--- config.mk ---
export PLATFORM = sky130hd
export DESIGN_NAME = router_port_arbiter
export DESIGN_NICKNAME = d
export VERILOG_FILES = /design/src/rtl/router_port_arbiter.sv
export SDC_FILE = /design/constraint.sdc
export NUM_CORES = 1
export LEC_CHECK = 0
export CORE_UTILIZATION = 35
export CTS_BUF_LIST = sky130_fd_sc_hd__clkbuf_8
export CTS_CLUSTER_DIAMETER = 120
export DETAILED_ROUTE_END_ITERATION = 12
export PLACE_DENSITY_LB_ADDON = 0.25
export SLEW_MARGIN = 20
export SYNTH_ARGS = -nofsm -noshare
export SYNTH_HDL_FRONTEND = slang
export SYNTH_SLANG_ARGS = --single-unit
--- constraint.sdc ---
create_clock -name clk -period 7.9 [get_ports clk]
set_input_delay 1.975 -clock clk [delete_from_list [all_inputs] [get_ports clk]]
set_output_delay 1.975 -clock clk [all_outputs]
set_load 0.02 [all_outputs]
--- src/rtl/router_port_arbiter.sv ---
// Three-input, three-output router port arbiter with per-output round-robin and starvation override.
// Requests are sampled each edge; grant/sel/fail are registered one-cycle results of that arbitration.
module router_port_arbiter #(
    parameter int STARVE_LIMIT = 4
) (
    input  logic       clk,
    input  logic       rst_n,
    input  logic       valid_x,
    input  logic       valid_y,
    input  logic       valid_local,
    input  logic [1:0] dest_x,
    input  logic [1:0] dest_y,
    input  logic [1:0] dest_local,
    input  logic       next_full_x,
    input  logic       next_full_y,
    input  logic       next_full_local,
    output logic       grant_x,
    output logic       grant_y,
    output logic       grant_local,
    output logic [1:0] sel_x,
    output logic [1:0] sel_y,
    output logic [1:0] sel_local,
    output logic [2:0] fail,
    output logic [1:0] state
);

    typedef enum logic [1:0] {
        IDLE  = 2'b00,
        ARB   = 2'b01,
        STALL = 2'b10
    } state_t;

    localparam logic [2:0] LIMIT = 3'(STARVE_LIMIT);

    state_t     fsm_q;
    state_t     fsm_p0;
    logic [1:0] ptr_x, ptr_y, ptr_local;
    logic [2:0] cnt_x, cnt_y, cnt_local;

    logic [2:0] granted;
    logic [2:0] elig_p0;
    logic [2:0] starve_p0;
    logic [2:0] req_x_p0, req_y_p0, req_local_p0;
    logic [1:0] win_x_p0, win_y_p0, win_local_p0;
    logic [2:0] gnt_p0;
    logic [2:0] fail_p0;

    // First set bit of cand scanning from index ptr upward (wrapping); returns index+1, or 0 if none.
    function automatic logic [1:0] rr_pick(input logic [2:0] cand, input logic [1:0] ptr);
        logic [2:0] rot;
        logic [1:0] off;
        logic [2:0] pos;
        case (ptr)
            2'd1:    rot = {cand[0], cand[2], cand[1]};
            2'd2:    rot = {cand[1], cand[0], cand[2]};
            default: rot = cand;
        endcase
        if (rot[0])      off = 2'd0;
        else if (rot[1]) off = 2'd1;
        else             off = 2'd2;
        pos = {1'b0, ptr} + {1'b0, off};
        if (pos >= 3'd3) pos = pos - 3'd3;
        return (rot == 3'b000) ? 2'b00 : pos[1:0] + 2'd1;
    endfunction

    function automatic logic [1:0] arbitrate(input logic [2:0] req, input logic [2:0] starve,
                                             input logic [1:0] ptr, input logic full);
        if (full || req == 3'b000) return 2'b00;
        return rr_pick(((req & starve) != 3'b000) ? (req & starve) : req, ptr);
    endfunction

    function automatic logic [1:0] ptr_after(input logic [1:0] win, input logic [1:0] ptr);
        if (win == 2'b00) return ptr;
        return (win == 2'b11) ? 2'd0 : win;
    endfunction

    function automatic logic [2:0] cnt_after(input logic lost, input logic [2:0] cnt);
        if (!lost) return 3'd0;
        return (cnt >= LIMIT) ? LIMIT : cnt + 3'd1;
    endfunction

    function automatic logic [2:0] win_onehot(input logic [1:0] win);
        if (win == 2'b00) return 3'b000;
        return 3'b001 << (win - 2'd1);
    endfunction

    assign granted = {grant_local, grant_y, grant_x};

    // An input granted last cycle is popping its flit, so it sits out this arbitration.
    assign elig_p0 = {valid_local, valid_y, valid_x}
                   & {dest_local != 2'b00, dest_y != 2'b00, dest_x != 2'b00}
                   & ~granted;

    assign starve_p0 = {cnt_local == LIMIT, cnt_y == LIMIT, cnt_x == LIMIT};

    assign req_x_p0     = elig_p0 & {dest_local == 2'b01, dest_y == 2'b01, dest_x == 2'b01};
    assign req_y_p0     = elig_p0 & {dest_local == 2'b10, dest_y == 2'b10, dest_x == 2'b10};
    assign req_local_p0 = elig_p0 & {dest_local == 2'b11, dest_y == 2'b11, dest_x == 2'b11};

    assign win_x_p0     = arbitrate(req_x_p0, starve_p0, ptr_x, next_full_x);
    assign win_y_p0     = arbitrate(req_y_p0, starve_p0, ptr_y, next_full_y);
    assign win_local_p0 = arbitrate(req_local_p0, starve_p0, ptr_local, next_full_local);

    assign gnt_p0  = win_onehot(win_x_p0) | win_onehot(win_y_p0) | win_onehot(win_local_p0);
    assign fail_p0 = elig_p0 & ~gnt_p0;

    // With eligible requests, zero grants can only mean every requested output was full.
    always_comb begin
        fsm_p0 = fsm_q;
        if (elig_p0 == 3'b000)      fsm_p0 = IDLE;
        else if (fsm_q == IDLE)     fsm_p0 = ARB;
        else if (gnt_p0 != 3'b000)  fsm_p0 = ARB;
        else                        fsm_p0 = STALL;
    end

    // stage p0 -> registered outputs and arbitration state
    always_ff @(posedge clk) begin
        if (!rst_n) begin
            grant_x     <= 1'b0;
            grant_y     <= 1'b0;
            grant_local <= 1'b0;
            sel_x       <= 2'b00;
            sel_y       <= 2'b00;
            sel_local   <= 2'b00;
            fail        <= 3'b000;
            fsm_q       <= IDLE;
            ptr_x       <= 2'd0;
            ptr_y       <= 2'd0;
            ptr_local   <= 2'd0;
            cnt_x       <= 3'd0;
            cnt_y       <= 3'd0;
            cnt_local   <= 3'd0;
        end else begin
            grant_x     <= gnt_p0[0];
            grant_y     <= gnt_p0[1];
            grant_local <= gnt_p0[2];
            sel_x       <= win_x_p0;
            sel_y       <= win_y_p0;
            sel_local   <= win_local_p0;
            fail        <= fail_p0;
            fsm_q       <= fsm_p0;
            ptr_x       <= ptr_after(win_x_p0, ptr_x);
            ptr_y       <= ptr_after(win_y_p0, ptr_y);
            ptr_local   <= ptr_after(win_local_p0, ptr_local);
            cnt_x       <= cnt_after(fail_p0[0], cnt_x);
            cnt_y       <= cnt_after(fail_p0[1], cnt_y);
            cnt_local   <= cnt_after(fail_p0[2], cnt_local);
        end
    end

    assign state = fsm_q;

endmodule

Yosys cells after proc, flatten, opt, wreduce, memory -nomap -nowiden --
Index checks and enable logic that the tools add are counted.
Word-level totals: register bits after elaboration 29, output and inout port bits 14
Operators by class: equality and inequality tests 24, bitwise gates (word level) 14, add/sub/neg operators 15, muxes and demuxes 71, reductions and logical operators 23, shift operators 3, order comparisons 6
Operators with widths (number):
- $mux W3 | 21
- $mux W2 | 31
- $and A3 B3 Y3 | 9
- $eq A2 B2 Y1 const B | 12
- $logic_not A3 Y1 | 7
- $pmux W3 S2 | 3
- $mux W1 | 16
- $eq A2 B1 Y1 const B | 6
- $reduce_bool A3 Y1 | 4
- $add A2 B2 Y3 | 3
- $add A3 B1 Y3 const B | 3
- $eq A3 B3 Y1 const B | 3
- $ge A3 B2 Y1 const B | 3
- $ge A3 B3 Y1 const B | 3
- $shl A1 B2 Y3 const A | 3
- $logic_not A2 Y1 | 4
- $add A2 B1 Y2 const B | 3
- $ne A2 B2 Y1 const B | 3
- $not A3 Y3 | 2
- $or A3 B3 Y3 | 2
- $reduce_bool A2 Y1 | 3
- $sub A2 B1 Y2 const B | 3
- $sub A2 B2 Y2 const B | 3
- $logic_or A1 B1 Y1 | 3
- other kinds (3) | 3

Depth between registers and ports, before layout --
Gate-level depths: netlist (run 1).
word-level depth 29, depth in mapped cells 20, mapped depth without buffers 19

Worst setup path after synthesis (run 1) --
OpenSTA, ideal clock, no wires.
kind input port to flip-flop, start input port dest_x[1], end register fsm_q[0], in the netlist state[0], required time 7.780 ns, arrival time 5.454 ns, stages on the path 18, slack 2.326 ns, cells stage by stage buf_2 nor2b_1 a22oi_1 o21ai_0 nand3_1 o31ai_1 a32o_1 ha_1 inv_1 fa_1 inv_1 ha_1 nor2b_1 nor3_1 a211oi_1 a211oi_1 a2111o_1 o31a_1
On the way: cells in the longest elaborated chain, start to end 27
Ends and longest elaborated chain:
- start: declaration | line 11 | input logic [1:0] dest_x,
- $reduce_bool A2 Y1 | line 91 | & {dest_local != 2'b00, dest_y != 2'b00, dest_x != 2'b00}
- $and A3 B3 Y3 | line 91
- $and A3 B3 Y3 | line 92 | & ~granted;
- $and A3 B3 Y3, on equally long branches | line 96, 97
- $and A3 B3 Y3 | line 69 | return rr_pick(((req & starve) != 3'b000) ? (req & starve) : req, ptr);
- $reduce_bool A3 Y1 | line 69
- $mux W3 | line 69
- $pmux W3 S2 | line 53 | case (ptr)
- [10 not listed]
- $mux W2 | line 69
- $sub A2 B1 Y2 / $logic_not A2 Y1 (equally long branches) | line 84, 83
- $shl A1 B2 Y3 / $mux W1 (equally long branches) | line 84, 83
- $mux W3 | line 84 | return 3'b001 << (win - 2'd1);
- $or A3 B3 Y3 (2 in series) | line 104 | assign gnt_p0 = win_onehot(win_x_p0) | win_onehot(win_y_p0) | win_onehot(win_local_p0);
- $reduce_bool A3 Y1 | line 112 | else if (gnt_p0 != 3'b000) fsm_p0 = ARB;
- $mux W2 | line 112
- $mux W1 | line 111 | else if (fsm_q == IDLE) fsm_p0 = ARB;
- end signal: assignment | line 141 | fsm_q <= fsm_p0;
- end: declaration | line 35 | state_t fsm_q;
Parallel ways exist; a longest one is shown, timed or not. The select of a mux whose other input is x is not followed. A chain may end at the register's enable or synchronous reset.

Worst setup path in the final report (run 1) --
start input port dest_x[1], end register cnt_local[1]
On the way: cells in the longest elaborated chain, start to end 29
Ends and longest elaborated chain:
- $reduce_bool A2 Y1 | line 91
- $and A3 B3 Y3 | line 91
- $and A3 B3 Y3 | line 92
- $and A3 B3 Y3, on equally long branches | line 96, 97
- $and A3 B3 Y3 | line 69
- $reduce_bool A3 Y1 | line 69
- $mux W3 | line 69
- $pmux W3 S2 | line 53
- [13 not listed]
- $mux W3 | line 84
- $or A3 B3 Y3 | line 104
- $or A3 B3 Y3 (*) | line 104
- $not A3 Y3 (*) | line 105 | assign fail_p0 = elig_p0 & ~gnt_p0;
- $and A3 B3 Y3 (*) | line 105
- $mux W1 (*) | line 78 | if (!lost) return 3'd0;
- $mux W1 (*) | line 118 | if (!rst_n) begin
- $mux W3 (*) | line 79 | return (cnt >= LIMIT) ? LIMIT : cnt + 3'd1;
- end signal: assignment | line 147 | cnt_local <= cnt_after(fail_p0[2], cnt_local);
- end: declaration | line 38 | logic [2:0] cnt_x, cnt_y, cnt_local;
Every way passes the cells marked *; elsewhere a longest branch is shown, timed or not. The select of a mux whose other input is x is not followed.

==> results of run 1 <==
==> metrics by stage <==
| stage | hold WS, ns | instance area (um2) | power (uW) | instances | worst slack (ns) |
|---|---|---|---|---|---|
| 3_5_place_dp | 0.472 | 2550 | 426 | 348 | 1.32 |
| 6_report | 0.481 | 2650 | 558 | 356 | 1.52 |
| 3_3_place_gp | 0.452 | 2550 | 423 | 348 | 1.49 |
| 2_1_floorplan | 0.430 | 2230 | 357 | 252 | 2.33 |
| 4_1_cts | 0.481 | 2650 | 563 | 356 | 1.61 |
| 5_1_grt | 0.487 | 2650 | 601 | 356 | 1.09 |
==> worst max-delay path, stage by stage <==
cell,delay [ns]
sky130_fd_sc_hd__clkdlybuf4s50_1,0.64
sky130_fd_sc_hd__nor2b_1,0.42
sky130_fd_sc_hd__a22oi_1,0.15
sky130_fd_sc_hd__o21ai_0,0.37
sky130_fd_sc_hd__nand3_1,0.15
sky130_fd_sc_hd__o31ai_1,0.10
sky130_fd_sc_hd__a32o_1,0.20
sky130_fd_sc_hd__ha_1,0.13
sky130_fd_sc_hd__inv_1,0.04
sky130_fd_sc_hd__fa_1,0.54
sky130_fd_sc_hd__inv_1,0.06
sky130_fd_sc_hd__ha_1,0.17
sky130_fd_sc_hd__nor2b_1,0.22
sky130_fd_sc_hd__nor3_1,0.09
sky130_fd_sc_hd__a211oi_1,0.44
sky130_fd_sc_hd__a211oi_1,0.14
sky130_fd_sc_hd__a211oi_1,0.50
sky130_fd_sc_hd__and4b_1,0.26
==> synthesized netlist by cell type (all sizes together) (3+ instances only) <==
master,n
a22oi,3
nor3,6
buf,4
nor2,18
a211oi,7
o32a,3
o21a,3
nor3b,5
and2,16
nor4,4
and4b,6
a32o,3
nand2b,3
a41oi,5
inv,24
nand2,8
dfxtp,29
nor2b,5
o211a,3
fa,3
o21ai,8
a21oi,8
ha,18
nand3,11
or2,4
and4bb,4
==> cell families after synthesis <==
| kind of cell | count (synthesis) |
|---|---|
| flops | 29 |
| buf+inv | 30 |
| compound gates | 64 |
| xor+xnor | 1 |
| mux | 2 |
| fa+ha+maj | 21 |
| simple gates | 105 |
==> layout make-up <==
| type | count | area [um2] | share of cell area, % |
|---|---|---|---|
| multi-input combinational | 193 | 1520 | 57.2 |
| sequential | 29 | 581 | 21.9 |
| timing repair buffer | 27 | 270 | 10.2 |
| clock buffer | 7 | 96.3 | 3.63 |
| tap | 75 | 93.8 | 3.54 |
| inverter | 24 | 90.1 | 3.39 |
| clock inverter | 1 | 5.00 | 0.189 |
==> per-layer routing <==
metal	up-vias	track usage (%)	routed length, um
met2	51	24.7	2170
met5	-	0	0
met3	8	3.11	254
li1	1002	-	-
met4	0	6.49	70
met1	920	24.3	2680
==> power by group <==
part	internal (uW)	total [uW]	leakage, uW	switching, uW
sequential	165	178	0.000236	13.2
combinational	110	247	0.000730	136
clock	78.6	134	0.0000542	55.5
==> worst min path at each step <==
| stage | from | endpoint | slack (ns) | depth (start not counted) |
|---|---|---|---|---|
| floorplan | cnt_x[0] | cnt_x[0] | 0.43 | 1 |
| global placement | cnt_x[0] | cnt_x[0] | 0.45 | 1 |
| detailed placement | cnt_x[0] | cnt_x[0] | 0.47 | 1 |
| CTS | cnt_x[0] | cnt_x[0] | 0.48 | 1 |
| global route | cnt_x[0] | cnt_x[0] | 0.49 | 1 |
| finish | cnt_x[0] | cnt_x[0] | 0.48 | 1 |
==> state kept, by name (all words and copies together), names as in the netlist, 2 cells and up <==
name,cells
sel_y,2
cnt_y,3
cnt_x,3
ptr_x,2
fail,3
ptr_local,2
state,2
cnt_local,3
sel_x,2
ptr_y,2
sel_local,2
==> run summary, run 1 <==
Clock-pin slew of the registers on the worst-case setup and hold paths: 0.06 ns. Across the run, the number of max-cap violations was 0. The depth of the CTS H-tree was 2. The worst setup path is captured at a register. The post-route fraction of the period consumed by the critical path is 80.7%, and the clock insertion delay at the later pin of the skew report is 0.28 ns. The routed design has 5170 um of wire. At the worst endpoint, the required time is 8.12 ns. The number of antenna violations at the first check in global routing was 0; the utilization after layout was 44.0%. The worst pin sits at a relative slew slack of 61.0%.

The first routing iteration left 113 violations. The worst-case clock buffer depth was 2; the count of state elements after synthesis was 29. The final hold violation count was 0; the average instance area after synthesis was 8.85 um2. The synthesized netlist devotes 12.8% of its cell area to adder and majority cells. The total routing usage reported by global routing is 16.9%. Leaving out fill and tap cells, the most frequent cells in the layout are sky130_fd_sc_hd__dfxtp_1, sky130_fd_sc_hd__clkdlybuf4s50_1, sky130_fd_sc_hd__inv_1.

Number of global-route vias before repair: 1805. The power density over cell area was 210 mW/mm2; the clock sink count was 29. Across all layers, the routed design uses 1981 vias. The number of nets at the end of the flow is 315, and the area of the die is 0.00669 mm2. The first global-routing pass estimated 8540 um of wire.

The routability congestion estimate is 0.809, and the proportion of synthesized area in mux cells is 1.01%. The cell taking the most area after synthesis is sky130_fd_sc_hd__dfxtp_1. Number of buffers inserted during clock tree synthesis: 5.

The critical path is of the primary input to register type. The proportion of layout cells with a drive suffix above 1 came out at 11.7%. Area growth from synthesis to final layout: 19.0%.

TritonCTS built the clock tree. The run gives 37.0% as the starting density of the core. Summing the sequential cell areas from Yosys gives 26.0% of the chip area. The startpoint of the worst setup timing path was dest_x[1]. Port buffering added 27 buffers. Before antenna repair, the detailed router went through 4 iterations. In this run the vertical extent of the chip is 81.8 um.

After synthesis, the cell types taking the most area are sky130_fd_sc_hd__dfxtp_1, sky130_fd_sc_hd__ha_1, sky130_fd_sc_hd__inv_1. The launch point of the worst reg-to-reg path was cnt_x[0]. For the highest clock rate, the log shows 157 MHz.

In the routed design, unresolved DRC markers number 0. Setup violations remaining at the end of the flow were counted as 0. Commonest register cell after synthesis: sky130_fd_sc_hd__dfxtp_1. The flop-to-flop setup slack was 3.37 ns. Counting the fill cells in the layout gives 621. The gate count of the mapped netlist is 252, and the number of warnings reported in the yosys synthesis log is 0. The maximum fanout along the worst path is 11, and the number of enable-type register cells in the synthesized netlist is 0. Post-CTS timing repair inserted 0 buffers for setup. The signal arrival time at the worst endpoint is 6.60 ns, and the number of pins exceeding their max-slew limit in the final report is 0. The depth of the worst register-to-register path was 19; the number of antenna-violating nets in the routed design was 0. In this run the worst hold path is classified as register to register.

Summed over all layers, the global routing overflow is 0. The worst setup path is launched from a primary input. Summing the areas of all xor and xnor instances in the mapped netlist gives 0.393% of the synthesized area. Synthesis instantiated 67 different standard cells from the library.

The share of synthesized area in the top cell type comes to 26.0%. At the pin with the least slew margin, the transition time is 0.583 ns. The library cell used most frequently in the layout, excluding fill and tap cells, is sky130_fd_sc_hd__dfxtp_1. The cell area that synthesis handed to floorplanning was 0.00223 mm2. The average wire per standard cell is 14.5 um, and the clock period minus final worst setup slack is 6.38 ns. The die is 81.8 um wide. In the routed layout, each cell is associated on average with a via count of 5.56.

In this run the clock root is driven by a sky130_fd_sc_hd__clkbuf_8. The dominant combinational cell family by area after synthesis was simple AND/OR/NAND/NOR gates. Setup repair after global routing left no endpoint under its margin. Once detailed placement completed, the half-perimeter wirelength came to 4060 um. The tools report the antenna diode count as 0. Entering global routing, the biggest net connects 21 pins. The aggregate negative setup slack is 0 ns.

The clock arrives with 0.00609 ns of skew. The flow ran to the end, and the final reports show no timing, DRC or antenna violations. The worst ir drop on vdd was 0.134 mV. The synthesized netlist net count was 287; the area of the core was 0.00603 mm2. In this run the count of I/O pins placed on the die edge is 28. In this run the critical register-to-register path is captured at cnt_local[1].

The number of gates resized after CTS was 0. The floorplan has 28 rows. Counting flops with an async set or reset pin after synthesis yields a share of 0%.

After Yosys synthesis, and, or, nand and nor cells account for 30.8% of the synthesized area. Capturing instance or port of the critical path: cnt_local[1]. The analysis attributes to cell leakage a power of 0.00102 uW. The tools report the post-cts hold buffer count as 0. Synthesized-area fraction occupied by ao, oa, aoi and oai cells: 23.1%.
Power figures use the tool's default switching activity.
==> run 2, diff against run 1 <==
==> constraint.sdc (replaced) <==
create_clock -name clk -period 5.2 [get_ports clk]
set_input_delay 1.3 -clock clk [delete_from_list [all_inputs] [get_ports clk]]
set_output_delay 1.3 -clock clk [all_outputs]
set_load 0.02 [all_outputs]
==> run 2 against run 1 <==
Power is 60% higher. Count of clock-buffer cells in the layout fell by 2. Worst hold slack got worse by 0.015 ns. Combinational power rose by 85%. Critical path depth did not move. Cell count up 9.6%. Clock power rose by 27%. Setup slack worse by 1.4 ns. Sequential cell count stayed put.
==> run summary, run 2 (synthesis gave the netlist of run 1 again) <==
STA puts the critical path data required time at 5.37 ns. Summing all non-filler instances in the final layout gives an area of 0.00300 mm2. The worst register-to-register path begins at cnt_y[0]. The multi-input combinational cells in the finished layout cover a total of 0.00162 mm2. In the routed design, unresolved DRC markers number 0. The H-tree was split into 2 levels. The via count was 2140. Class of the most critical setup path: primary input to register.

The worst hold slack across all endpoints is 0.466 ns. For the final global-route overflow total, the log shows 0. The internal portion of the total power is 558 uW. The final layout contains routed wiring with a total length of 5820 um. The tools report the worst ir drop on vdd as 0.224 mV. The number of antenna violations at the first check in global routing is 0.

Entering global routing, the biggest net connects 21 pins. In this run the worst path has a maximum fanout of 7. Routability-driven placement finished with a final weighted congestion of 0.844. In this run the cell area measured after placement is 0.00281 mm2. Of the cells placed in the final design, the portion with a size suffix greater than 1 is 26.7%. At the pin with the least slew margin, the transition time is 0.612 ns. The first detailed-routing pass ran for 4 iterations.

Detailed placement ended at an HPWL of 4390 um. Summed over all cells, the static leakage comes to 0.00125 uW. The clock-pin slew of the registers on the worst-case setup and hold paths was 0.06 ns; the number of ports placed on the die boundary was 28.

The sequential cell area in the final layout was 581 um2. In the layout the commonest cells are sky130_fd_sc_hd__buf_4, sky130_fd_sc_hd__dfxtp_1, sky130_fd_sc_hd__inv_1. Area of the core: 0.00603 mm2.

For the starting density of the core, the log shows 37.0%. In this run the number of cells on the critical path is 18. The clock insertion delay at the later pin of the skew report was 0.28 ns; the highest clock rate was 198 MHz. The number of antenna-violating nets in the routed design is 0, and the number of maximum-capacitance constraint violations is 0. For flop-to-flop paths, the worst setup slack is 0.99 ns.

Category of cells accounting for the largest share of critical-path delay: compound AO/OA/AOI/OAI gates. The nature of the critical path endpoint is a register. Global routing used 18.4% of the available tracks across all layers. Endpoint of the most critical register-to-register path: state[0].

Counting both buffers and inverters, the worst setup path holds a total of 5. For the number of violations reported at the end of detailed-routing iteration 0, the log shows 125. The area of the die was 0.00669 mm2; the number of buffers added on ports was 27. The worst hold path stage count is 1, and the number of nets at the end of the flow is 351.

Setup violations remaining at the end of the flow were counted as 0. The switching portion of total power is 37.8%. The slowest stage of the critical path belongs to the cell sky130_fd_sc_hd__fa_1.

The critical path goes through clkdlybuf4s50_1 > and4b_4 > a22oi_1 > o21ai_0 > buf_4 > nand3_1 > o31ai_2 > a32o_1 > ha_1 > inv_1 > fa_1 > inv_1 > ha_1 > nor3_2 > a211oi_2 > buf_4 > a221o_2 > o31a_1. The clock sink count is 29, and the worst-case clock buffer depth is 2. For the final database, setup skew stands at 0.00514 ns. The total number of placement rows was 28. The register share of total power is 30.2%. The number of buffers inserted during clock tree synthesis was 5.

The tools report the sum of internal, switching and leakage power as 896 uW. The repair_antennas step left the layout with diodes totalling 0. The clock period could shrink to 5.06 ns. The global-route wire length before repair is 9290 um, and the area growth from synthesis to final layout is 34.5%.

The type of element launching the critical path is a primary input. Summed over all nets, the switching power comes to 338 uW. The run finished with clean final reports. The clock network accounts for 18.9% of the total power.

Counting the fill cells in the layout gives 570. Data on the critical path arrives at its endpoint at 5.24 ns. The final hold violation count is 0. The path with the worst hold slack has its endpoint at cnt_x[0]. TritonCTS built the clock tree. The delay of the slowest cell on the worst path was 0.53 ns. The die is 81.8 um wide. For the number of pins exceeding their max-slew limit in the final report, the log shows 0.

The min-delay analysis places its worst path in the category register to register. The number of global-route vias before repair was 1978; the height of the die was 81.8 um. For the final routed database, the setup TNS stands at 0 ns. After detailed routing, the number of vias per cell comes to 5.49. Combinational logic burns 50.9% of the power.

The depth of the worst register-to-register path works out to 21. Power spread over the standard cell area amounts to 299 mW/mm2. For the tightest slew margin relative to the limit, the log shows 59.1%. CTS placed an instance of sky130_fd_sc_hd__clkbuf_8 at the clock tree root. The post-route fraction of the period consumed by the critical path was 97.3%. After detailed routing, the average wire length per cell comes to 14.9 um. The worst hold path begins at cnt_x[0].

After clock tree synthesis, the flow added hold-fix buffers numbering 0. The most common cell after layout, fill and taps aside is sky130_fd_sc_hd__buf_4.
run 2: power groups by stage:
stage	registers [uW]	clock network [uW]	logic, uW
after CTS	270	173	427
after global placement	275	0	413
after floorplan	289	0	253
after detailed placement	275	0	421
final	271	170	456
after global routing	274	185	499
run 2: area by class of cell:
class	count	share of cell area, %
clock buffer	5	2.29
clock inverter	1	0.167
inverter	24	3.00
multi-input combinational	194	53.9
sequential	29	19.4
tap	75	3.13
timing repair buffer	62	18.2
run 2: worst register-to-register path: stages, from the launching register on:
cell and delay [ns]:
sky130_fd_sc_hd__dfxtp_1 0.38, sky130_fd_sc_hd__inv_1 0.06, sky130_fd_sc_hd__ha_1 0.21, sky130_fd_sc_hd__and2_1 0.25
sky130_fd_sc_hd__a32oi_1 0.19, sky130_fd_sc_hd__o21ai_0 0.09, sky130_fd_sc_hd__buf_4 0.16, sky130_fd_sc_hd__nor4_2 0.20
sky130_fd_sc_hd__a41oi_1 0.07, sky130_fd_sc_hd__o21ai_1 0.15, sky130_fd_sc_hd__ha_1 0.16, sky130_fd_sc_hd__inv_1 0.04
sky130_fd_sc_hd__fa_1 0.49, sky130_fd_sc_hd__inv_1 0.05, sky130_fd_sc_hd__ha_1 0.18, sky130_fd_sc_hd__nand2b_1 0.16
sky130_fd_sc_hd__a211o_1 0.32, sky130_fd_sc_hd__nand2_1 0.09, sky130_fd_sc_hd__a211oi_2 0.05, sky130_fd_sc_hd__buf_4 0.14
sky130_fd_sc_hd__a221o_2 0.37, sky130_fd_sc_hd__o31a_1 0.31
run 2: how the worst max path moves through the flow:
stage	from	to	slack (ns)
6_report	valid_x	state[0]	0.14
5_1_grt	valid_x	state[0]	-0.02
4_1_cts	dest_y[1]	cnt_local[0]	0.01
3_5_place_dp	dest_local[0]	state[0]	-0.24
3_3_place_gp	dest_y[1]	cnt_local[0]	-0.18
2_1_floorplan	dest_x[1]	state[0]	0.30
run 2: metal layers:
layer	global-route usage [%]	vias to the layer above	wire length (um)	share of wire, %
met5	0	-	0	0
met4	5.79	0	63	1.1
met3	3.00	6	249	4.3
met2	29.5	44	2670	46
met1	24.9	1015	2840	49
li1	-	1075	-	-
run 2: timing repair:
action	4_1_cts	5_1_grt
endpoints found under the setup margin	0	21
setup buffers	0	1
gates resized for setup	0	28
run 2: per-stage QoR:
stage               worst slack (ns)  util, %  std cells
global route                 -0.0158     49.8        390
CTS                           0.0124     47.8        388
finish                         0.138     49.8        390
detailed placement            -0.237     46.6        382
floorplan                      0.301        -        252
global placement              -0.184     46.6        382
